[src/rtl/alu_pkg.sv]
`timescale 1ns/1ps
`default_nettype none
// ============================================================================
// Module      : alu_pkg
// Description : Shared constants for the ALU issue stage: ALU op codes,
//               RV32I opcode and funct7 encodings.
// Revision    : 1.0 - initial release
// ============================================================================
package alu_pkg;

    localparam int OPWIDTH = 5;

    // RV32I major opcodes handled by the issue stage
    localparam logic [6:0] c_opc_op     = 7'b0110011;
    localparam logic [6:0] c_opc_op_imm = 7'b0010011;

    // funct7 encodings: base and alternate (SUB/SRA/SRAI)
    localparam logic [6:0] c_f7_base = 7'b0000000;
    localparam logic [6:0] c_f7_alt  = 7'b0100000;

    // ALU op codes, one per instruction
    localparam logic [OPWIDTH-1:0] c_alu_addi  = 5'd0;
    localparam logic [OPWIDTH-1:0] c_alu_slti  = 5'd1;
    localparam logic [OPWIDTH-1:0] c_alu_sltiu = 5'd2;
    localparam logic [OPWIDTH-1:0] c_alu_xori  = 5'd3;
    localparam logic [OPWIDTH-1:0] c_alu_ori   = 5'd4;
    localparam logic [OPWIDTH-1:0] c_alu_andi  = 5'd5;
    localparam logic [OPWIDTH-1:0] c_alu_slli  = 5'd6;
    localparam logic [OPWIDTH-1:0] c_alu_srli  = 5'd7;
    localparam logic [OPWIDTH-1:0] c_alu_srai  = 5'd8;
    localparam logic [OPWIDTH-1:0] c_alu_add   = 5'd9;
    localparam logic [OPWIDTH-1:0] c_alu_sub   = 5'd10;
    localparam logic [OPWIDTH-1:0] c_alu_sll   = 5'd11;
    localparam logic [OPWIDTH-1:0] c_alu_slt   = 5'd12;
    localparam logic [OPWIDTH-1:0] c_alu_sltu  = 5'd13;
    localparam logic [OPWIDTH-1:0] c_alu_xor   = 5'd14;
    localparam logic [OPWIDTH-1:0] c_alu_srl   = 5'd15;
    localparam logic [OPWIDTH-1:0] c_alu_sra   = 5'd16;
    localparam logic [OPWIDTH-1:0] c_alu_or    = 5'd17;
    localparam logic [OPWIDTH-1:0] c_alu_and   = 5'd18;

endpackage
`default_nettype wire

[src/rtl/alu_op_decode.sv]
`timescale 1ns/1ps
`default_nettype none
// ============================================================================
// Module      : alu_op_decode
// Description : Combinational RV32I OP / OP-IMM decoder producing the ALU op
//               code, both operands, the destination register and a legal
//               flag.
// Revision    : 1.0 - initial release
// ============================================================================
module alu_op_decode
    import alu_pkg::*;
#(
    parameter int WIDTH = 32
) (
    input  logic [31:0]        instr,
    input  logic [WIDTH-1:0]   rs1_data,
    input  logic [WIDTH-1:0]   rs2_data,
    output logic               legal,
    output logic [OPWIDTH-1:0] alu_op,
    output logic [WIDTH-1:0]   alu_in1,
    output logic [WIDTH-1:0]   alu_in2,
    output logic [4:0]         rd
);

    logic [6:0]       w_opcode;
    logic [2:0]       w_funct3;
    logic [6:0]       w_funct7;
    logic [WIDTH-1:0] w_imm;
    logic [WIDTH-1:0] w_shamt;
    // rs1 field is supplied as data by the register file, not decoded here
    logic             w_unused_rs1_field;

    assign w_opcode           = instr[6:0];
    assign w_funct3           = instr[14:12];
    assign w_funct7           = instr[31:25];
    assign w_imm              = {{(WIDTH-12){instr[31]}}, instr[31:20]};
    assign w_shamt            = {{(WIDTH-5){1'b0}}, instr[24:20]};
    assign w_unused_rs1_field = ^instr[19:15];
    assign rd                 = instr[11:7];
    assign alu_in1            = rs1_data;

    // Decode opcode/funct3/funct7 into op code, second operand and legality
    always_comb begin
        legal   = 1'b0;
        alu_op  = c_alu_addi;
        alu_in2 = rs2_data;
        case (w_opcode)
            c_opc_op_imm: begin
                alu_in2 = w_imm;
                case (w_funct3)
                    3'b000: begin legal = 1'b1; alu_op = c_alu_addi;  end
                    3'b010: begin legal = 1'b1; alu_op = c_alu_slti;  end
                    3'b011: begin legal = 1'b1; alu_op = c_alu_sltiu; end
                    3'b100: begin legal = 1'b1; alu_op = c_alu_xori;  end
                    3'b110: begin legal = 1'b1; alu_op = c_alu_ori;   end
                    3'b111: begin legal = 1'b1; alu_op = c_alu_andi;  end
                    3'b001: begin
                        alu_in2 = w_shamt;
                        if (w_funct7 == c_f7_base) begin
                            legal  = 1'b1;
                            alu_op = c_alu_slli;
                        end
                    end
                    default: begin
                        // funct3 101: logical or arithmetic right shift
                        alu_in2 = w_shamt;
                        if (w_funct7 == c_f7_base) begin
                            legal  = 1'b1;
                            alu_op = c_alu_srli;
                        end else if (w_funct7 == c_f7_alt) begin
                            legal  = 1'b1;
                            alu_op = c_alu_srai;
                        end
                    end
                endcase
            end
            c_opc_op: begin
                if (w_funct7 == c_f7_base) begin
                    legal = 1'b1;
                    case (w_funct3)
                        3'b000:  alu_op = c_alu_add;
                        3'b001:  alu_op = c_alu_sll;
                        3'b010:  alu_op = c_alu_slt;
                        3'b011:  alu_op = c_alu_sltu;
                        3'b100:  alu_op = c_alu_xor;
                        3'b101:  alu_op = c_alu_srl;
                        3'b110:  alu_op = c_alu_or;
                        default: alu_op = c_alu_and;
                    endcase
                end else if (w_funct7 == c_f7_alt) begin
                    if (w_funct3 == 3'b000) begin
                        legal  = 1'b1;
                        alu_op = c_alu_sub;
                    end else if (w_funct3 == 3'b101) begin
                        legal  = 1'b1;
                        alu_op = c_alu_sra;
                    end
                end
            end
            default: begin
                legal = 1'b0;
            end
        endcase
    end

endmodule
`default_nettype wire

[src/rtl/alu_issue_decode.sv]
`timescale 1ns/1ps
`default_nettype none
// ============================================================================
// Module      : alu_issue_decode
// Description : ALU issue stage. Decodes OP / OP-IMM instructions, buffers
//               them in an output register plus one skid entry, and counts
//               illegal instructions with a saturating counter.
// Revision    : 1.0 - initial release
// ============================================================================
module alu_issue_decode
    import alu_pkg::*;
#(
    parameter int WIDTH   = 32,
    parameter int OPWIDTH = alu_pkg::OPWIDTH,
    parameter int CNT_W   = 8
) (
    input  logic               clk,
    input  logic               rst,
    input  logic               in_valid,
    output logic               in_ready,
    input  logic [31:0]        instr,
    input  logic [WIDTH-1:0]   rs1_data,
    input  logic [WIDTH-1:0]   rs2_data,
    output logic               out_valid,
    input  logic               out_ready,
    output logic [OPWIDTH-1:0] alu_op,
    output logic [WIDTH-1:0]   alu_in1,
    output logic [WIDTH-1:0]   alu_in2,
    output logic [4:0]         rd,
    output logic               illegal_pulse,
    output logic [CNT_W-1:0]   illegal_cnt
);

    localparam logic [CNT_W-1:0] c_cnt_max = '1;

    logic               w_legal;
    logic [OPWIDTH-1:0] w_dec_op;
    logic [WIDTH-1:0]   w_dec_in1;
    logic [WIDTH-1:0]   w_dec_in2;
    logic [4:0]         w_dec_rd;

    logic               w_accept;
    logic               w_enq;
    logic               w_load;

    // Output register (head of the 2-entry buffer)
    logic               r_out_valid;
    logic [OPWIDTH-1:0] r_out_op;
    logic [WIDTH-1:0]   r_out_in1;
    logic [WIDTH-1:0]   r_out_in2;
    logic [4:0]         r_out_rd;

    // Skid entry, only occupied while the output register is stalled
    logic               r_skid_valid;
    logic [OPWIDTH-1:0] r_skid_op;
    logic [WIDTH-1:0]   r_skid_in1;
    logic [WIDTH-1:0]   r_skid_in2;
    logic [4:0]         r_skid_rd;

    logic               r_in_ready;
    logic               r_illegal_pulse;
    logic [CNT_W-1:0]   r_illegal_cnt;

    alu_op_decode #(
        .WIDTH (WIDTH)
    ) u_decode (
        .instr    (instr),
        .rs1_data (rs1_data),
        .rs2_data (rs2_data),
        .legal    (w_legal),
        .alu_op   (w_dec_op),
        .alu_in1  (w_dec_in1),
        .alu_in2  (w_dec_in2),
        .rd       (w_dec_rd)
    );

    assign w_accept = in_valid && r_in_ready;
    assign w_enq    = w_accept && w_legal;
    // Output register may take new data when empty or draining this cycle
    assign w_load   = !r_out_valid || out_ready;

    // Two-entry skid buffer: skid drains into the output first, preserving order
    always_ff @(posedge clk or posedge rst) begin
        if (rst) begin
            r_out_valid  <= 1'b0;
            r_out_op     <= '0;
            r_out_in1    <= '0;
            r_out_in2    <= '0;
            r_out_rd     <= '0;
            r_skid_valid <= 1'b0;
            r_skid_op    <= '0;
            r_skid_in1   <= '0;
            r_skid_in2   <= '0;
            r_skid_rd    <= '0;
            r_in_ready   <= 1'b1;
        end else if (w_load) begin
            if (r_skid_valid) begin
                // in_ready is low here, so no new item competes for the slot
                r_out_valid  <= 1'b1;
                r_out_op     <= r_skid_op;
                r_out_in1    <= r_skid_in1;
                r_out_in2    <= r_skid_in2;
                r_out_rd     <= r_skid_rd;
                r_skid_valid <= 1'b0;
                r_in_ready   <= 1'b1;
            end else if (w_enq) begin
                r_out_valid <= 1'b1;
                r_out_op    <= w_dec_op;
                r_out_in1   <= w_dec_in1;
                r_out_in2   <= w_dec_in2;
                r_out_rd    <= w_dec_rd;
            end else begin
                r_out_valid <= 1'b0;
            end
        end else if (w_enq) begin
            r_skid_valid <= 1'b1;
            r_skid_op    <= w_dec_op;
            r_skid_in1   <= w_dec_in1;
            r_skid_in2   <= w_dec_in2;
            r_skid_rd    <= w_dec_rd;
            r_in_ready   <= 1'b0;
        end
    end

    // Flag and count consumed illegal instructions, saturating at all-ones
    always_ff @(posedge clk or posedge rst) begin
        if (rst) begin
            r_illegal_pulse <= 1'b0;
            r_illegal_cnt   <= '0;
        end else begin
            r_illegal_pulse <= w_accept && !w_legal;
            if (w_accept && !w_legal && (r_illegal_cnt != c_cnt_max)) begin
                r_illegal_cnt <= r_illegal_cnt + 1'b1;
            end
        end
    end

    assign in_ready      = r_in_ready;
    assign out_valid     = r_out_valid;
    assign alu_op        = r_out_op;
    assign alu_in1       = r_out_in1;
    assign alu_in2       = r_out_in2;
    assign rd            = r_out_rd;
    assign illegal_pulse = r_illegal_pulse;
    assign illegal_cnt   = r_illegal_cnt;

endmodule
`default_nettype wire

[config.mk]
export PLATFORM = sky130hd
export DESIGN_NAME = alu_issue_decode
export DESIGN_NICKNAME = d
export VERILOG_FILES = /design/src/rtl/alu_pkg.sv /design/src/rtl/alu_op_decode.sv /design/src/rtl/alu_issue_decode.sv
export SDC_FILE = /design/constraint.sdc
export NUM_CORES = 1
export LEC_CHECK = 0
export BUFFER_PORTS_ARGS = -buffer_cell sky130_fd_sc_hd__buf_2
export CAP_MARGIN = 30
export CORE_MARGIN = 5
export CORE_UTILIZATION = 59
export CTS_BUF_LIST = sky130_fd_sc_hd__clkbuf_4
export DETAILED_ROUTE_END_ITERATION = 8
export PLACE_DENSITY = 0.88
export SYNTH_ARGS = -nofsm -noshare
export SYNTH_HDL_FRONTEND = slang
export SYNTH_SLANG_ARGS = --single-unit
[constraint.sdc]
create_clock -name clk -period 9.5 [get_ports clk]
set_input_delay 0.475 -clock clk [delete_from_list [all_inputs] [get_ports clk]]
set_output_delay 0.475 -clock clk [all_outputs]
set_load 0.005 [all_outputs]
==> After elaboration in Yosys (flattened, before gate mapping) <==
Index checks and enable logic that the tools add are counted.
{ "totals": {"wordCells": 78, "regBits": 160, "ramBits": 0, "inputBits": 100, "latchBits": 0, "romBits": 0, "n_memories": 0} }
{ "classes": {"bitwise": 1, "mul": 0, "n_eq_ne": 12, "n_shift": 0, "muxes": 36, "reduce_logical": 15, "addsub": 1, "div": 0, "magnitude_cmp": 0} }
{ "op_table": {"columns": ["op", "n"], "rows": [
  ["32-bit 2-to-1 mux", 6],
  ["5-bit one-hot mux with 7 select lines", 2],
  ["5-bit 2-to-1 mux", 9],
  ["7-bit by 6-bit equality test with 1-bit output (second input constant)", 2],
  ["1-bit 2-to-1 mux", 14],
  ["3-bit equality test (second input constant)", 4],
  ["5-bit one-hot mux with 2 select lines", 1],
  ["8-bit by 1-bit adder with 8-bit output (second input constant)", 1],
  ["8-bit != test (second input constant)", 1],
  ["7-bit by 5-bit equality test with 1-bit output (second input constant)", 1],
  ["7-bit logical NOT", 1],
  ["3-bit by 2-bit equality test with 1-bit output (second input constant)", 2],
  ["2-bit AND reduction", 3],
  ["6-bit OR reduction", 1],
  ["1-bit logical AND", 4],
  ["4-bit 2-to-1 mux", 1],
  ["1-bit one-hot mux with 2 select lines", 2],
  ["2-bit nonzero test", 2],
  ["3-bit by 1-bit equality test with 1-bit output (second input constant)", 1],
  ["3-bit logical NOT", 1],
  ["3-bit 2-to-1 mux", 1],
  ["1-bit logical NOT", 2],
  ["2-bit by 1-bit != test with 1-bit output (second input constant)", 1],
  ["1-bit logical OR", 1],
  ["1-bit NOT", 1]
]} }

==> Longest topological paths before layout <==
Gate-level depths: netlist of run 1.
{ "depth": {"ltp_word": 9, "mapped_depth": 10, "depth_no_buf": 6} }

==> Hierarchy <==
A second synthesis of run 1 with hierarchy kept.
{ "unflattened": {"hier_cells": 593, "area_unflattened_um2": 8206.6} }
{ "modules_own_cells": {"columns": ["module", "seq_area_each_um2", "n_inst", "area_each_um2", "cells_each"], "rows": [
  ["alu_issue_decode", 4005.1, 1, 7264.5, 448],
  ["alu_op_decode", 0.0, 1, 942.2, 145]
]} }

==> Worst setup path after synthesis of run 1 <==
No wires, ideal clock.
{ "synth_timing": {"kind": "input to register", "start": "input instr[3]", "end": "register r_out_in2[26], in the netlist alu_in2[26]", "arrival_ns": 2.024, "path_buffers": 2, "t_required_ns": 9.375, "cell_stages": 7, "setup_slack_ns": 7.352, "cell_sequence": "nor4b_4 -> nand3_2 -> nor4_1 -> o31a_1 -> buf_6 -> buf_8 -> mux2_2"} }
{ "synth_via": {"elab_chain_cells": 5} }
{ "synth_lines": {"columns": ["element", "line", "source"], "rows": [
  ["start, declared", "alu_issue_decode.sv:21", "input logic [31:0] instr,"],
  ["7-bit by 6-bit equality test with 1-bit output / 7-bit by 5-bit equality test with 1-bit output (equally long branches)", "alu_op_decode.sv:47", "case (w_opcode)"],
  ["1-bit one-hot mux with 2 select lines", "alu_op_decode.sv:47", null],
  ["1-bit logical AND", "alu_issue_decode.sv:78", "assign w_enq = w_accept && w_legal;"],
  ["2-bit nonzero test (no source line)", null, null],
  ["2-bit AND reduction (no source line)", null, null],
  ["end signal, assigned", "alu_issue_decode.sv:102", "r_out_in2 <= r_skid_in2;"],
  ["end signal, assigned", "alu_issue_decode.sv:110", "r_out_in2 <= w_dec_in2;"],
  ["end, declared", "alu_issue_decode.sv:50", "logic [WIDTH-1:0] r_out_in2;"]
]} }
Parallel ways exist; a longest one is shown, timed or not. The select of a mux whose other input is x is not followed.
A chain may end at the register's enable or synchronous reset.

==> Final worst setup path of run 1 <==
{ "layout_timing": {"start": "input instr[25]", "end": "register r_out_op[0], in the netlist alu_op[0]"} }
{ "layout_via": {"elab_chain_cells": 8} }
{ "layout_lines": {"columns": ["element", "line", "source"], "rows": [
  ["7-bit by 6-bit equality test with 1-bit output", "alu_op_decode.sv:70, alu_op_decode.sv:90", null],
  ["1-bit 2-to-1 mux", "alu_op_decode.sv:70", "end else if (w_funct7 == c_f7_alt) begin"],
  ["1-bit 2-to-1 mux", "alu_op_decode.sv:67", "if (w_funct7 == c_f7_base) begin"],
  ["1-bit one-hot mux with 2 select lines", "alu_op_decode.sv:50", "case (w_funct3)"],
  ["1-bit one-hot mux with 2 select lines", "alu_op_decode.sv:47", null],
  ["1-bit logical AND", "alu_issue_decode.sv:78", null],
  ["2-bit nonzero test (no source line)", null, null],
  ["2-bit AND reduction (no source line)", null, null],
  ["end signal, assigned", "alu_issue_decode.sv:100", "r_out_op <= r_skid_op;"],
  ["end signal, assigned", "alu_issue_decode.sv:108", "r_out_op <= w_dec_op;"],
  ["end, declared", "alu_issue_decode.sv:48", "logic [OPWIDTH-1:0] r_out_op;"]
]} }
Parallel ways exist; a longest one is shown, timed or not. The select of a mux whose other input is x is not followed.

==> impl.org, run 1 <==
** Drt
- Antenna viol nets, final :: 0
- Dividing the detail-routed via count by the number of cells gives 5.559.
- Wires add up to 16960 um.
- Drt wl/cell :: 16.86 um
- Total vias in the final route :: 5592
- Before antenna repair, the detailed router went through 5 iterations.
- After detailed routing, the number of remaining DRC violations is 0.
- Initial DRC count :: 535

** Synthesis
- In this run the biggest area consumer among cell types represents 53.99% of the synthesized area.
- Portion of the post-synthesis area used by sequential elements :: 54.35%
- Of all cell types, the one taking the most synthesized area is sky130_fd_sc_hd__dfrtp_1.
- Each instance of the synthesized netlist takes up on average 11.02 um^2.
- Share of flip-flops with an asynchronous set or reset after synthesis :: 100.0%
- Mapped Area :: 7370 um^2
- Yosys Warn Count :: 0
- In this run, synthesis produced a sequential element count of 160.
- Sorting the synthesized cells by area gives the leading types as sky130_fd_sc_hd__dfrtp_1 (54%), sky130_fd_sc_hd__mux2_2 (6.6%), sky130_fd_sc_hd__mux2i_1 (6.0%).
- Post-synth EDFFs :: 0
- Among all flip-flop cells after synthesis, the most frequent one is sky130_fd_sc_hd__dfrtp_1.
- Number of nets produced by synthesis :: 770
- Synthesis produced 669 cells.
- The netlist uses 52 different library cells.

** Global routing
- Entering global routing, the biggest net connects 93 pins.
- In the global route stage, overall resource usage came out at 23.74%.
- The initial antenna violation count came to 0.
- The via count of the first global-routing pass came to 5766.
- Global route total overflow :: 0
- Global-route wire length before repair :: 28060 um

** Clock network
- Clock sink count :: 160
- CTS H-tree depth :: 4
- The number of hold buffers added after CTS was 1.
- Clock-pin slew was measured on the worst setup and hold paths at 0.13 ns.
- Number of clock buffers inserted by TritonCTS :: 17
- Gates resized during post-CTS repair numbered 0.
- Clk_lat worst skew :: 0.56 ns
- The tree is rooted in a sky130_fd_sc_hd__clkbuf_4.
- Once the clock tree was built, the setup fixing pass inserted 0 buffers.
- CTS tree :: yes
- Counting along the longest clock path gives a buffer depth of 2.

** Die
- For this configuration, the core starts out at a cell density of 60.85%.
- From bottom edge to top edge, the die measures 121.8 um.
- The floorplan step set the die width to 121.8 um.
- Number of standard-cell rows in the floorplan :: 40
- The die covers 14830 um^2.
- Floorplan Core Area :: 12110 um^2
- I/O pin total :: 185

** Placed design
- IO buf count :: 179
- At the end of routability-driven placement, the weighted congestion stood at 0.7821.
- Detailed placement finished with a half-perimeter wire length of 11990 um.
- Dpl cells :: 974

** STA
- The clock arrives with 0.02370 ns of skew.
- Dividing the final minimum period by the clock period gives 33.14%.
- At the pin with the least slew margin, the transition time is 0.9964 ns.
- The final hold violation count is 0.
- The number of max-slew violations in the final report came to 0.
- Setup repair after global routing missed its margin :: false
- After layout, the minimum clock period comes to 3.149 ns.
- Total negative slack for setup checks :: 0 ns
- Based on the critical path, the design can be clocked at up to 0.3176 GHz.
- The worst pin sits at a relative slew slack of 33.57%.
- Final setup violation count :: 0

** Pwr
- IR drop worst, VDD :: 0.0001053 V
- Reported leakage power :: 4.366 nW
- Dividing total power by cell area gives a power density of 129.7 nW/um^2.

** Setup path
- Of all nets on the critical path, the largest fanout is 92.
- The worst setup path is launched from a primary input.
- Data on the critical path is required at its endpoint by 9.95 ns.
- For the worst setup path, the data arrival time is 3.60 ns.
- STA classifies the critical path endpoint as a flop.
- WS Path Type :: in2reg

** Finish
- Antenna Diode Count :: 0
- The post-route netlist has 34.01% of its cells at a drive strength greater than 1.
- Post-route non-filler standard cell count :: 1006
- Post-layout nets :: 927
- Compared with the post-synthesis result, the final layout area differs by 15.43%.

** Run
- Maximum capacitance violations :: 0

** Hold path
- The worst hold path belongs to the class in2reg.

** Outcome
- The run finished with clean final reports.
## state kept, by name (all words and copies together), names as in the netlist
name	cells
out_valid	1
alu_op	5
rd	5
illegal_pulse	1
illegal_cnt	8
alu_in1	32
r_skid_in2	32
r_skid_op	5
r_skid_valid	1
r_skid_rd	5
in_ready	1
alu_in2	32
r_skid_in1	32
## cell families (layout without fill, tap and decap cells)
group / Yosys count / after routing / share of synthesized area, %
AOI/OAI and AO/OA: 159 / 159 / 12.44
xor gates and xnor gates: 8 / 8 / 0.9508
adders and majority gates: 1 / 1 / 0.1698
buffers and inverters: 53 / 222 / 4.346
DFF: 160 / 160 / 54.35
muxes: 117 / 117 / 17.33
and+or+nand+nor: 171 / 171 / 10.41
## final cells by class
cell class,count,area [um^2]
inverter,4,20.02
fill,912,3605
multi-input combinational,456,3058
clock inverter,12,96.34
clock buffer,19,142.6
tap,168,210.2
timing repair buffer,187,970.9
sequential,160,4009
## metrics by stage
stage | instance area (um^2) | utilization (%) | hold slack (ns) | setup slack [ns] | total power, mW
floorplan | 7370 | - | 0.4484 | 4.707 | 0.7280
global placement | 8238 | 68.02 | 0.4609 | 5.927 | 0.7552
detailed placement | 8258 | 68.18 | 0.4713 | 5.791 | 0.7602
CTS | 8507 | 70.24 | 0.08499 | 6.323 | 1.117
global route | 8507 | 70.24 | 0.07562 | 6.091 | 1.163
finish | 8507 | 70.24 | 0.1399 | 6.351 | 1.104
## metal layers
metal  global-route usage, %  vias to the layer above  part of all wire (%)
met1                   28.57                     2722                    40
met5                       0                        -                     0
met3                   6.592                       40                   6.3
met2                   40.44                      191                    51
li1                        -                     2639                     -
met4                   9.594                        0                   2.6
## where the power goes
part	leakage, nW	internal, mW	switching [mW]
sequential	2.23	0.681	0
clock	0.135	0.131	0.225
combinational	2.00	0.0268	0.0398
## final timing paths
| check | startpoint | cells past startpoint | to | slack (ns) |
|---|---|---|---|---|
| setup / recovery | instr[25] | 8 | alu_op[0] | 6.35 |
| hold / removal | rs1_data[22] | 2 | r_skid_in1[22] | 0.14 |
| setup reg to reg | in_ready | 6 | alu_op[0] | 6.36 |
| hold reg to reg | r_skid_in2[0] | 2 | r_skid_in2[0] | 0.50 |
| max in group asynchronous | rst | 5 | in_ready | 7.60 |
| min in group asynchronous | rst | 3 | alu_in1[7] | 0.58 |
## Yosys cell counts, types with 2 or more instances
library cell               instances
sky130_fd_sc_hd__nand4_1           3
sky130_fd_sc_hd__o31ai_1           2
sky130_fd_sc_hd__xnor2_1           5
sky130_fd_sc_hd__a21oi_1          57
sky130_fd_sc_hd__a21oi_2          10
sky130_fd_sc_hd__mux2_4            4
sky130_fd_sc_hd__nand2_1          87
sky130_fd_sc_hd__and2_1            2
sky130_fd_sc_hd__buf_4             4
sky130_fd_sc_hd__mux2_1           26
sky130_fd_sc_hd__xor2_1            3
sky130_fd_sc_hd__o311ai_0          2
sky130_fd_sc_hd__buf_6            11
sky130_fd_sc_hd__nor4_1            3
sky130_fd_sc_hd__o211ai_1          2
sky130_fd_sc_hd__clkbuf_1         23
sky130_fd_sc_hd__nor2_1           51
sky130_fd_sc_hd__buf_2            10
sky130_fd_sc_hd__inv_1             4
sky130_fd_sc_hd__mux2i_1          44
sky130_fd_sc_hd__nand2b_1          5
sky130_fd_sc_hd__nand3_1           5
sky130_fd_sc_hd__dfrtp_1         159
sky130_fd_sc_hd__and3_1            2
sky130_fd_sc_hd__a21boi_0          2
sky130_fd_sc_hd__mux2_2           43
sky130_fd_sc_hd__nor3_1            3
sky130_fd_sc_hd__a22o_1            2
sky130_fd_sc_hd__o21ai_0          67
sky130_fd_sc_hd__nand3b_1          2
sky130_fd_sc_hd__o21a_1            5
## placed cells by master, fill, tap and decap left out, types with 2 or more instances in the layout
| cell | n |
|---|---|
| sky130_fd_sc_hd__mux2_2 | 43 |
| sky130_fd_sc_hd__o211ai_1 | 2 |
| sky130_fd_sc_hd__buf_4 | 6 |
| sky130_fd_sc_hd__o31ai_1 | 2 |
| sky130_fd_sc_hd__a22o_1 | 2 |
| sky130_fd_sc_hd__mux2_4 | 4 |
| sky130_fd_sc_hd__mux2_1 | 26 |
| sky130_fd_sc_hd__nand4_1 | 3 |
| sky130_fd_sc_hd__xnor2_1 | 5 |
| sky130_fd_sc_hd__nand3b_1 | 2 |
| sky130_fd_sc_hd__a21boi_0 | 2 |
| sky130_fd_sc_hd__clkbuf_4 | 19 |
| sky130_fd_sc_hd__o311ai_0 | 2 |
| sky130_fd_sc_hd__and3_1 | 2 |
| sky130_fd_sc_hd__nand3_1 | 4 |
| sky130_fd_sc_hd__clkinv_4 | 2 |
| sky130_fd_sc_hd__nand2b_1 | 5 |
| sky130_fd_sc_hd__mux2i_1 | 44 |
| sky130_fd_sc_hd__nor2_1 | 51 |
| sky130_fd_sc_hd__clkinv_2 | 6 |
| sky130_fd_sc_hd__buf_2 | 179 |
| sky130_fd_sc_hd__nor4_1 | 3 |
| sky130_fd_sc_hd__clkinvlp_4 | 2 |
| sky130_fd_sc_hd__o21a_1 | 5 |
| sky130_fd_sc_hd__o21ai_0 | 67 |
| sky130_fd_sc_hd__nand2_1 | 87 |
| sky130_fd_sc_hd__inv_1 | 3 |
| sky130_fd_sc_hd__dfrtp_1 | 158 |
| sky130_fd_sc_hd__a21oi_2 | 10 |
| sky130_fd_sc_hd__a21oi_1 | 57 |
| sky130_fd_sc_hd__xor2_1 | 3 |
| sky130_fd_sc_hd__and2_1 | 2 |
| sky130_fd_sc_hd__nor3_1 | 3 |
## worst max-delay path: stages
cell	delay, ns
sky130_fd_sc_hd__buf_2	0.12
sky130_fd_sc_hd__nor4_4	0.40
sky130_fd_sc_hd__nand3_1	0.24
sky130_fd_sc_hd__nor4_2	0.33
sky130_fd_sc_hd__o31a_2	0.62
sky130_fd_sc_hd__buf_4	0.87
sky130_fd_sc_hd__o311ai_0	0.36
sky130_fd_sc_hd__o21a_1	0.19
(Power assumes the default switching activity.)
==> run 2: changes to the inputs <==
--- a/config.mk
+++ b/config.mk
@@ -5,13 +5,14 @@
 export SDC_FILE = /design/constraint.sdc
 export NUM_CORES = 1
 export LEC_CHECK = 0
+export ABC_AREA = 1
 export BUFFER_PORTS_ARGS = -buffer_cell sky130_fd_sc_hd__buf_2
 export CAP_MARGIN = 30
 export CORE_MARGIN = 5
-export CORE_UTILIZATION = 59
+export CORE_UTILIZATION = 56
 export CTS_BUF_LIST = sky130_fd_sc_hd__clkbuf_4
 export DETAILED_ROUTE_END_ITERATION = 8
-export PLACE_DENSITY = 0.88
+export PLACE_DENSITY = 0.84
 export SYNTH_ARGS = -nofsm -noshare
 export SYNTH_HDL_FRONTEND = slang
 export SYNTH_SLANG_ARGS = --single-unit
==> constraint.sdc (replaced) <==
create_clock -name clk -period 3.1 [get_ports clk]
set_input_delay 0.155 -clock clk [delete_from_list [all_inputs] [get_ports clk]]
set_output_delay 0.155 -clock clk [all_outputs]
set_load 0.005 [all_outputs]
==> run 2 against run 1 <==
  * Worst setup slack worse by 5.3 ns
  * Final area up 18%
  * Sequential cell count is the same
  * Global-route usage grew 2.4 points
  * First-iteration DRC count is 20% higher
  * Non-clock buffer count grew 91
  * Worst hold slack got worse by 0.079 ns
  * Synthesized cell count is 61% higher
  * Routed wire length rose by 27%
  * Combinational power rose to 4.5 times the previous value
  * Largest cell class unchanged
  * Largest power group unchanged
  * Highest routed layer unchanged
==> impl.org, run 2 <==
** Setup path
- Reg2reg end :: alu_op[2]
- The data arrival at the endpoint of the critical path was 2.55 ns (-1.05 ns).
- The setup slack of the worst register-to-register path is 1.03 ns (-5.33 ns).
- The worst setup path is launched from a flop.
- Worst setup EP type :: flop
- Worst reg2reg path startpoint :: in_ready
- Cells on worst reg2reg path :: 7 (+1)
- WS Path Type :: reg2reg
- The critical-path maximum fanout came to 42 (-54%).
- Data required time at the worst endpoint :: 3.58 ns (-6.37 ns)

** Global routing
- Tot GR Track Use :: 26.14% (+2.4 points)
- The initial antenna violation count was 1 (+1).
- The via count of the first global-routing pass was 7451 (+29%).
- Global-route wire length before repair :: 35440 um (+26%)
- Global route total overflow :: 0 (unchanged)
- Pin count of the biggest net entering global routing :: 75 (-19%)

** Finish
- Highest-count cells in the layout ignoring fill and taps :: sky130_fd_sc_hd__nand2_1 (529), sky130_fd_sc_hd__buf_2 (179), sky130_fd_sc_hd__dfrtp_1 (159)
- Number of fillers in the final layout :: 1059 (+16%)
- Area added between synthesis and finish :: 25.37%
- Most frequent standard cell in the layout excluding fill and tap cells :: sky130_fd_sc_hd__nand2_1
- The post-layout net count is 1402 (+51%).
- The share of the core filled with cells in the final layout was 71.93% (+1.7 points).
- The fraction of layout instances using a drive strength above 1 was 18.42% (-16 points).

** Clock network
- Number of setup buffers added after CTS :: 0 (unchanged)
- The clock transition at the registers of the reported paths came to 0.13 ns (about the same).
- Clock sink count :: 160 (unchanged)
- TritonCTS built the clock tree.
- The buffer depth of the longest clock path is 2 (unchanged).
- The quantity of gates resized following cts was 0 (unchanged).
- Clock root buffer :: sky130_fd_sc_hd__clkbuf_4
- Number of clock buffers inserted by TritonCTS :: 17 (unchanged)
- The count of hold-fix buffers inserted at cts is 82 (+81).
- The clock latency on the worst-skew pair is 0.56 ns (about the same).
- CTS H-tree depth :: 4 (unchanged)

** Die
- The vertical extent of the die came to 129.5 um (+6.3%).
- Effective utilization at floorplan :: 57.38% (-3.5 points)
- The total number of placement rows was 43 (+7.5%).
- The core region area is 13930 um^2 (+15%).
- DIE WIDTH :: 129.5 um (+6.3%)
- The boundary pin count was 185 (unchanged).
- The full die area is 16770 um^2 (+13%).

** Synthesis
- Portion of the post-synthesis area used by sequential elements :: 50.09% (-4.3 points)
- The mean instance size in the synthesized netlist came to 7.430 um^2 (-33%).
- Yosys Warn Count :: 0 (unchanged)
- Cell with the most instances after synthesis :: sky130_fd_sc_hd__nand2_1
- Number of distinct library cells after synthesis :: 29 (-44%)
- Most used flip-flop cell after synthesis :: sky130_fd_sc_hd__dfrtp_1
- Number of nets produced by synthesis :: 1177 (+53%)
- The total of flip-flops plus latches after synthesis was 160 (unchanged).
- The number of enable flip-flop cells after synthesis came to 0 (unchanged).
- Cell taking the most area after synthesis :: sky130_fd_sc_hd__dfrtp_1
- After synthesis, the cell types taking the most area are sky130_fd_sc_hd__dfrtp_1 (50%), sky130_fd_sc_hd__nand2_1 (25%), sky130_fd_sc_hd__nand3_1 (5.8%).
- The portion of synthesized cell area occupied by the leading cell type came to 49.77% (-4.2 points).
- Mapped Area :: 7995 um^2 (+8.5%)
- Share of flip-flops with an asynchronous set or reset after synthesis :: 100.0% (unchanged)
- The number of instances in the synthesized netlist is 1076 (+61%).
- By count the netlist is led by sky130_fd_sc_hd__nand2_1 (531), sky130_fd_sc_hd__dfrtp_1 (159), sky130_fd_sc_hd__nand3_1 (93).

** Pwr
- Reported leakage power :: 5.411 nW (+24%)
- The combinational cell fraction of total power was 8.4% (+2.4 points).
- IR drop worst, VDD :: 0.0003969 V (+280%)
- The sequential power share was 58.1% (-3.6 points).
- The relative contribution of the clock network to total power came to 33.5% (+1.2 points).
- The switching fraction of total power came to 23.40% (-0.63 points).
- The reported net switching power is 0.8408 mW (+220%).
- Cell Pwr Density :: 358.4 nW/um^2 (+180%)
- The internal portion of total power came to 2.752 mW (+230%).

** Run
- Maximum capacitance violations :: 0 (unchanged)

** STA
- The final hold violation count is 0 (unchanged).
- Min Tclk post-route :: 2.074 ns
- Final number of max-transition violations :: 0 (unchanged)
- Clk_skew :: 0.02747 ns (+0.003776 ns)
- Total negative slack for setup checks :: 0 ns (unchanged)
- The number of endpoints failing setup at the final stage is 0 (unchanged).
- Pin slew with the least headroom to its limit :: 0.8001 ns (-0.1963 ns)
- Final cycle utilization of the critical path :: 66.91%
- Timing would allow up to 0.4821 GHz.
- Max-Slew Margin vs Limit :: 46.60% (+13 points)
- Setup repair after global routing left no endpoint under its margin.

** Outcome
- The flow ran to the end, and the final reports show no timing, DRC or antenna violations.

** Placed design
- The weighted congestion reported at the end of routability-driven placement was 0.8637 (+10%).
- Placed wire-length estimate after detailed placement :: 13180 um (+9.9%)
- The number of buffers inserted by port buffering came to 179 (unchanged).

** Drt
- The DRC violation total after the first TritonRoute iteration came to 643 (+20%).
- The number of nets still failing antenna checks after routing is 0 (unchanged).
- The post-detailed-routing wire length is 21480 um (+27%).
- Vias per Instance :: 5.277 (-5.1%)
- DRC Markers :: 0 (unchanged)
- Total vias in the final route :: 7895 (+41%)
- The wire length per cell after detailed routing was 14.36 um (-15%).
- Number of iterations in the first detailed-routing pass :: 5 (unchanged)

** Hold path
- In this run the most critical hold path is launched from instr[26].
- Number of cells on the worst hold path :: 5 (+3)
- The worst hold path terminates at alu_in2[6].
- Worst hold-check path type :: in2reg
## run 2: per-stage QoR
step	hold slack, ns	instance area [um^2]	cells	power [mW]	setup WS [ns]
after CTS	0.004492	9998	1493	3.610	1.054
after global placement	0.3727	8915	1379	2.339	0.7597
after detailed placement	0.3759	8915	1379	2.341	0.7451
final	0.06126	10020	1496	3.593	1.026
after floorplan	0.2717	7999	1076	2.237	0.9170
after global routing	0.03534	10020	1495	3.750	0.8884
## run 2: critical path: stages (launching register included)
cell and delay [ns]:
sky130_fd_sc_hd__dfstp_2 0.59, sky130_fd_sc_hd__nand2_1 0.09, sky130_fd_sc_hd__inv_1 0.10, sky130_fd_sc_hd__nand2_4 0.30
sky130_fd_sc_hd__nand2_4 0.17, sky130_fd_sc_hd__buf_4 0.44, sky130_fd_sc_hd__nand3_1 0.19, sky130_fd_sc_hd__nand2_1 0.11
## run 2: worst max path at each step
| stage | start | endpoint | slack [ns] | cells after the start |
|---|---|---|---|---|
| 2_1_floorplan | rst | alu_in1[0] | 0.92 | 1 |
| 3_3_place_gp | instr[5] | alu_op[2] | 0.76 | 11 |
| 3_5_place_dp | instr[5] | alu_op[2] | 0.75 | 11 |
| 4_1_cts | in_ready | alu_op[2] | 1.05 | 7 |
| 5_1_grt | in_ready | alu_in1[31] | 0.89 | 7 |
| 6_report | in_ready | alu_op[2] | 1.03 | 7 |
## run 2: cells by family (layout without fill, tap and decap cells)
logic type                 count (synthesis)  count (layout)  share of synthesized area, %
buffers and inverters                    103             341                         6.448
xor gates and xnor gates                   6               6                        0.6574
adders and majority gates                  1               1                        0.1565
and+or+nand+nor                          683             683                         34.54
other                                      0               2                             0
DFF                                      160             160                         50.09
AOI/OAI and AO/OA                        123             123                         8.106
## run 2: area by class of cell
class,count,area (um^2),area share (%)
Antenna cell,2,5.005,0.04993
Sequential cell,160,4005,39.96
Clock inverter,10,97.59,0.9737
Tap cell,180,225.2,2.247
Inverter,31,121.4,1.211
Multi-Input combinational cell,813,3485,34.76
Clock buffer,22,165.2,1.648
Timing Repair Buffer,278,1919,19.15
## run 2: power groups by stage
stage          sequential [mW]  clock, mW  combinational [mW]
2_1_floorplan             2.13          0               0.110
3_3_place_gp              2.13          0               0.212
3_5_place_dp              2.13          0               0.215
4_1_cts                   2.09       1.23               0.296
5_1_grt                   2.09       1.33               0.336
6_report                  2.09       1.20               0.301
## run 2: layer usage
layer  vias up  global-route usage [%]  share of wire [%]
met2       301                   43.63                 49
met3        40                   5.194                6.7
li1       3864                       -                  -
met4         0                   9.413                2.3
met5         -                       0                  0
met1      3690                   34.12                 42
==> run 3: changes to the inputs <==
==> constraint.sdc (replaced) <==
create_clock -name clk -period 2 [get_ports clk]
set_input_delay 0.1 -clock clk [delete_from_list [all_inputs] [get_ports clk]]
set_output_delay 0.1 -clock clk [all_outputs]
set_load 0.005 [all_outputs]
==> run 3 against run 2 <==
  * Final cell count grew 0.80%
  * Largest cell class unchanged
  * Critical path type is now in2reg
  * Worst setup slack worse by 0.85 ns
  * Core utilization rose by 1.1 points
  * Highest routed layer unchanged
==> impl.org, run 3 (same netlist as run 2, synthesis figures left out) <==
** Global routing
- Global-route wire length before repair :: 36370 um (+2.6%)
- Pin count of the biggest net entering global routing :: 92 (+23%)
- The total global-route track usage is 26.78% (+0.64 points).
- The via count of the first global-routing pass came to 7519 (+0.91%).
- The global route total overflow came to 0 (unchanged).
- The initial antenna violation count came to 1 (unchanged).

** Drt
- DRC Markers :: 0 (unchanged)
- The total vias in the final route is 8020 (+1.6%).
- Initial DRC count :: 830 (+29%)
- The wire length per cell after detailed routing came to 14.42 um (+0.42%).
- The per-cell via count in the routed design was 5.318 (+0.77%).
- The detailed-router iteration count before antenna repair came to 7 (+2).
- Antenna viol nets, final :: 0 (unchanged)
- Routed Wire Length :: 21750 um (+1.2%)

** Pwr
- Power share of the sequential group :: 58.7% (+0.6 points)
- Share of total power consumed by net switching :: 23.34% (-0.066 points)
- Internal portion of total power :: 4.223 mW (+53%)
- The combinational cell fraction of total power was 8.6% (+0.2 points).
- Power, Total :: 5.509 mW (+53%)
- The reported net switching power was 1.286 mW (+53%).
- Part of the total power dissipated in the clock network :: 32.7% (-0.8 points)
- The leakage power summed over all cells was 5.475 nW (+1.2%).
- Cell Pwr Density :: 541.2 nW/um^2 (+51%)
- IR drop worst, VDD :: 0.0002755 V (-31%)

** Placed design
- Cell area after placement :: 9040 um^2 (+1.4%)
- IO buf count :: 179 (unchanged)
- The weighted congestion reported at the end of routability-driven placement is 0.8459 (-2.1%).
- Placed wire-length estimate after detailed placement :: 12940 um (-1.8%)

** Die
- Number of standard-cell rows in the floorplan :: 43 (unchanged)
- The full die area is 16770 um^2 (unchanged).
- The die extent in x was 129.5 um (unchanged).
- I/O pin total :: 185 (unchanged)
- The effective utilization at floorplan was 57.38% (unchanged).
- The vertical extent of the die came to 129.5 um (unchanged).
- Floorplan Core Area :: 13930 um^2 (unchanged)

** Run
- The max-cap check violation count came to 0 (unchanged).

** Hold path
- Worst hold start :: instr[21]
- Worst hold-check path type :: in2reg
- Number of cells on the worst hold path :: 7 (+2)
- End of the worst hold path :: alu_in2[1]

** Clock network
- The clock latency on the worst-skew pair is 0.54 ns (-0.02 ns).
- Clock sink count :: 160 (unchanged)
- Clock root buffer :: sky130_fd_sc_hd__clkbuf_4
- The CTS H-tree depth was 4 (unchanged).
- The buffer depth of the longest clock path is 2 (unchanged).
- The number of buffers added by the clock tree synthesis step was 17 (unchanged).
- TritonCTS built the clock tree.
- The clock transition at the registers of the reported paths was 0.12 ns (about the same).
- The number of setup buffers added after CTS is 0 (unchanged).

** Setup path
- STA classifies the critical path endpoint as a flop.
- The count of cells along the worst register-to-register path is 9 (+2).
- Worst-path fanout max :: 30 (-29%)
- Worst reg2reg path startpoint :: illegal_cnt[0]
- Data required time at the worst endpoint :: 2.48 ns (-1.10 ns)
- Crit path DAT :: 2.31 ns (-0.24 ns)
- STA classifies the critical path startpoint as a primary input.
- Reg2reg end :: illegal_cnt[6]
- The setup slack of the worst register-to-register path is 0.31 ns (-0.72 ns).
- By startpoint and endpoint, the worst setup path is classified as in2reg.

** STA
- The number of endpoints failing setup at the final stage is 0 (unchanged).
- Min Tclk post-route :: 1.828 ns
- The setup clock skew after layout is 0.01886 ns (-0.008607 ns).
- Pin slew with the least headroom to its limit :: 0.5005 ns (-0.2996 ns)
- Final cycle utilization of the critical path :: 91.42%
- Setup repair after global routing left no endpoint under its margin.
- The number of max-slew violations in the final report was 0 (unchanged).
- The worst max-slew margin expressed relative to the limit was 66.63% (+20 points).
- For this run, the top clock speed supported by timing is 0.5469 GHz.
- The final hold violation count came to 0 (unchanged).

** Finish
- The post-layout net count is 1418 (+1.1%).
- Leaving out fill and tap cells, the most frequent cells in the layout are sky130_fd_sc_hd__nand2_1 (529), sky130_fd_sc_hd__buf_2 (179), sky130_fd_sc_hd__dfrtp_1 (159).
- The final cell area excluding filler cells was 10180 um^2 (+1.5%).
- The fraction of layout instances using a drive strength above 1 is 18.69% (+0.27 points).
- Area added between synthesis and finish :: 27.31%
- Most frequent standard cell in the layout excluding fill and tap cells :: sky130_fd_sc_hd__nand2_1

** Outcome
- The run finished with clean final reports.
## run 3: per-stage QoR
stage	utilization, %	setup WS [ns]	hold slack (ns)	cells	TNS (ns)
after global placement	64.87	0.2704	0.2602	1389	0
after detailed placement	64.87	0.2245	0.2593	1389	0
after global routing	73.04	0.06855	0.05803	1508	0
final	73.04	0.1716	0.07656	1508	0
after floorplan	-	-0.1280	0.2167	1076	-20.36
after CTS	73.03	0.2801	0.01388	1507	0
## run 3: worst max-delay path by stage
stage | slack [ns] | start | cells after the start | to
2_1_floorplan | -0.13 | rst | 1 | alu_in1[0]
3_3_place_gp | 0.27 | instr[27] | 13 | alu_in2[11]
3_5_place_dp | 0.22 | instr[27] | 14 | alu_in1[18]
4_1_cts | 0.28 | instr[27] | 15 | alu_in1[18]
5_1_grt | 0.07 | instr[28] | 14 | alu_in2[28]
6_report | 0.17 | instr[28] | 14 | alu_in1[31]
## run 3: metal layers
layer	wire length, um	track usage (%)
met1	8985	36.08
met2	10400	43.02
met3	1654	5.070
met4	699	10.88
met5	0	0
## run 3: layout make-up
class / instances / area [um^2]
flip-flops and latches: 160 / 4005
fillers: 1065 / 3756
multi-input cells: 813 / 3485
repair buffers: 294 / 2095
well taps: 180 / 225.2
clock buffers: 20 / 150.1
inverters: 31 / 121.4
clock inverters: 9 / 95.09
diodes: 1 / 2.502
## run 3: critical path: stages
cell and delay, ns:
sky130_fd_sc_hd__dlygate4sd3_1 0.56, sky130_fd_sc_hd__buf_2 0.14, sky130_fd_sc_hd__nor2_1 0.10, sky130_fd_sc_hd__nand2_2 0.14, sky130_fd_sc_hd__nor2_8 0.17, sky130_fd_sc_hd__nor2_1 0.07
sky130_fd_sc_hd__nand2_1 0.06, sky130_fd_sc_hd__nand2_1 0.06, sky130_fd_sc_hd__nand2_2 0.14, sky130_fd_sc_hd__nand2_4 0.09, sky130_fd_sc_hd__nand2_4 0.09, sky130_fd_sc_hd__buf_4 0.33
sky130_fd_sc_hd__nand3_1 0.13, sky130_fd_sc_hd__nand2_1 0.10
## run 3: what timing repair did
action | 4_1_cts | 5_1_grt
hold endpoints to repair | 296 | 0
hold buffers | 89 | 0
resized for setup | 0 | 0
## run 3: power by group through the flow
stage / registers, mW / logic (mW) / clock network, mW
finish: 3.23 / 0.473 / 1.80
global route: 3.24 / 0.528 / 2.01
CTS: 3.23 / 0.464 / 1.85
detailed placement: 3.30 / 0.328 / 0
global placement: 3.30 / 0.326 / 0
floorplan: 3.30 / 0.170 / 0
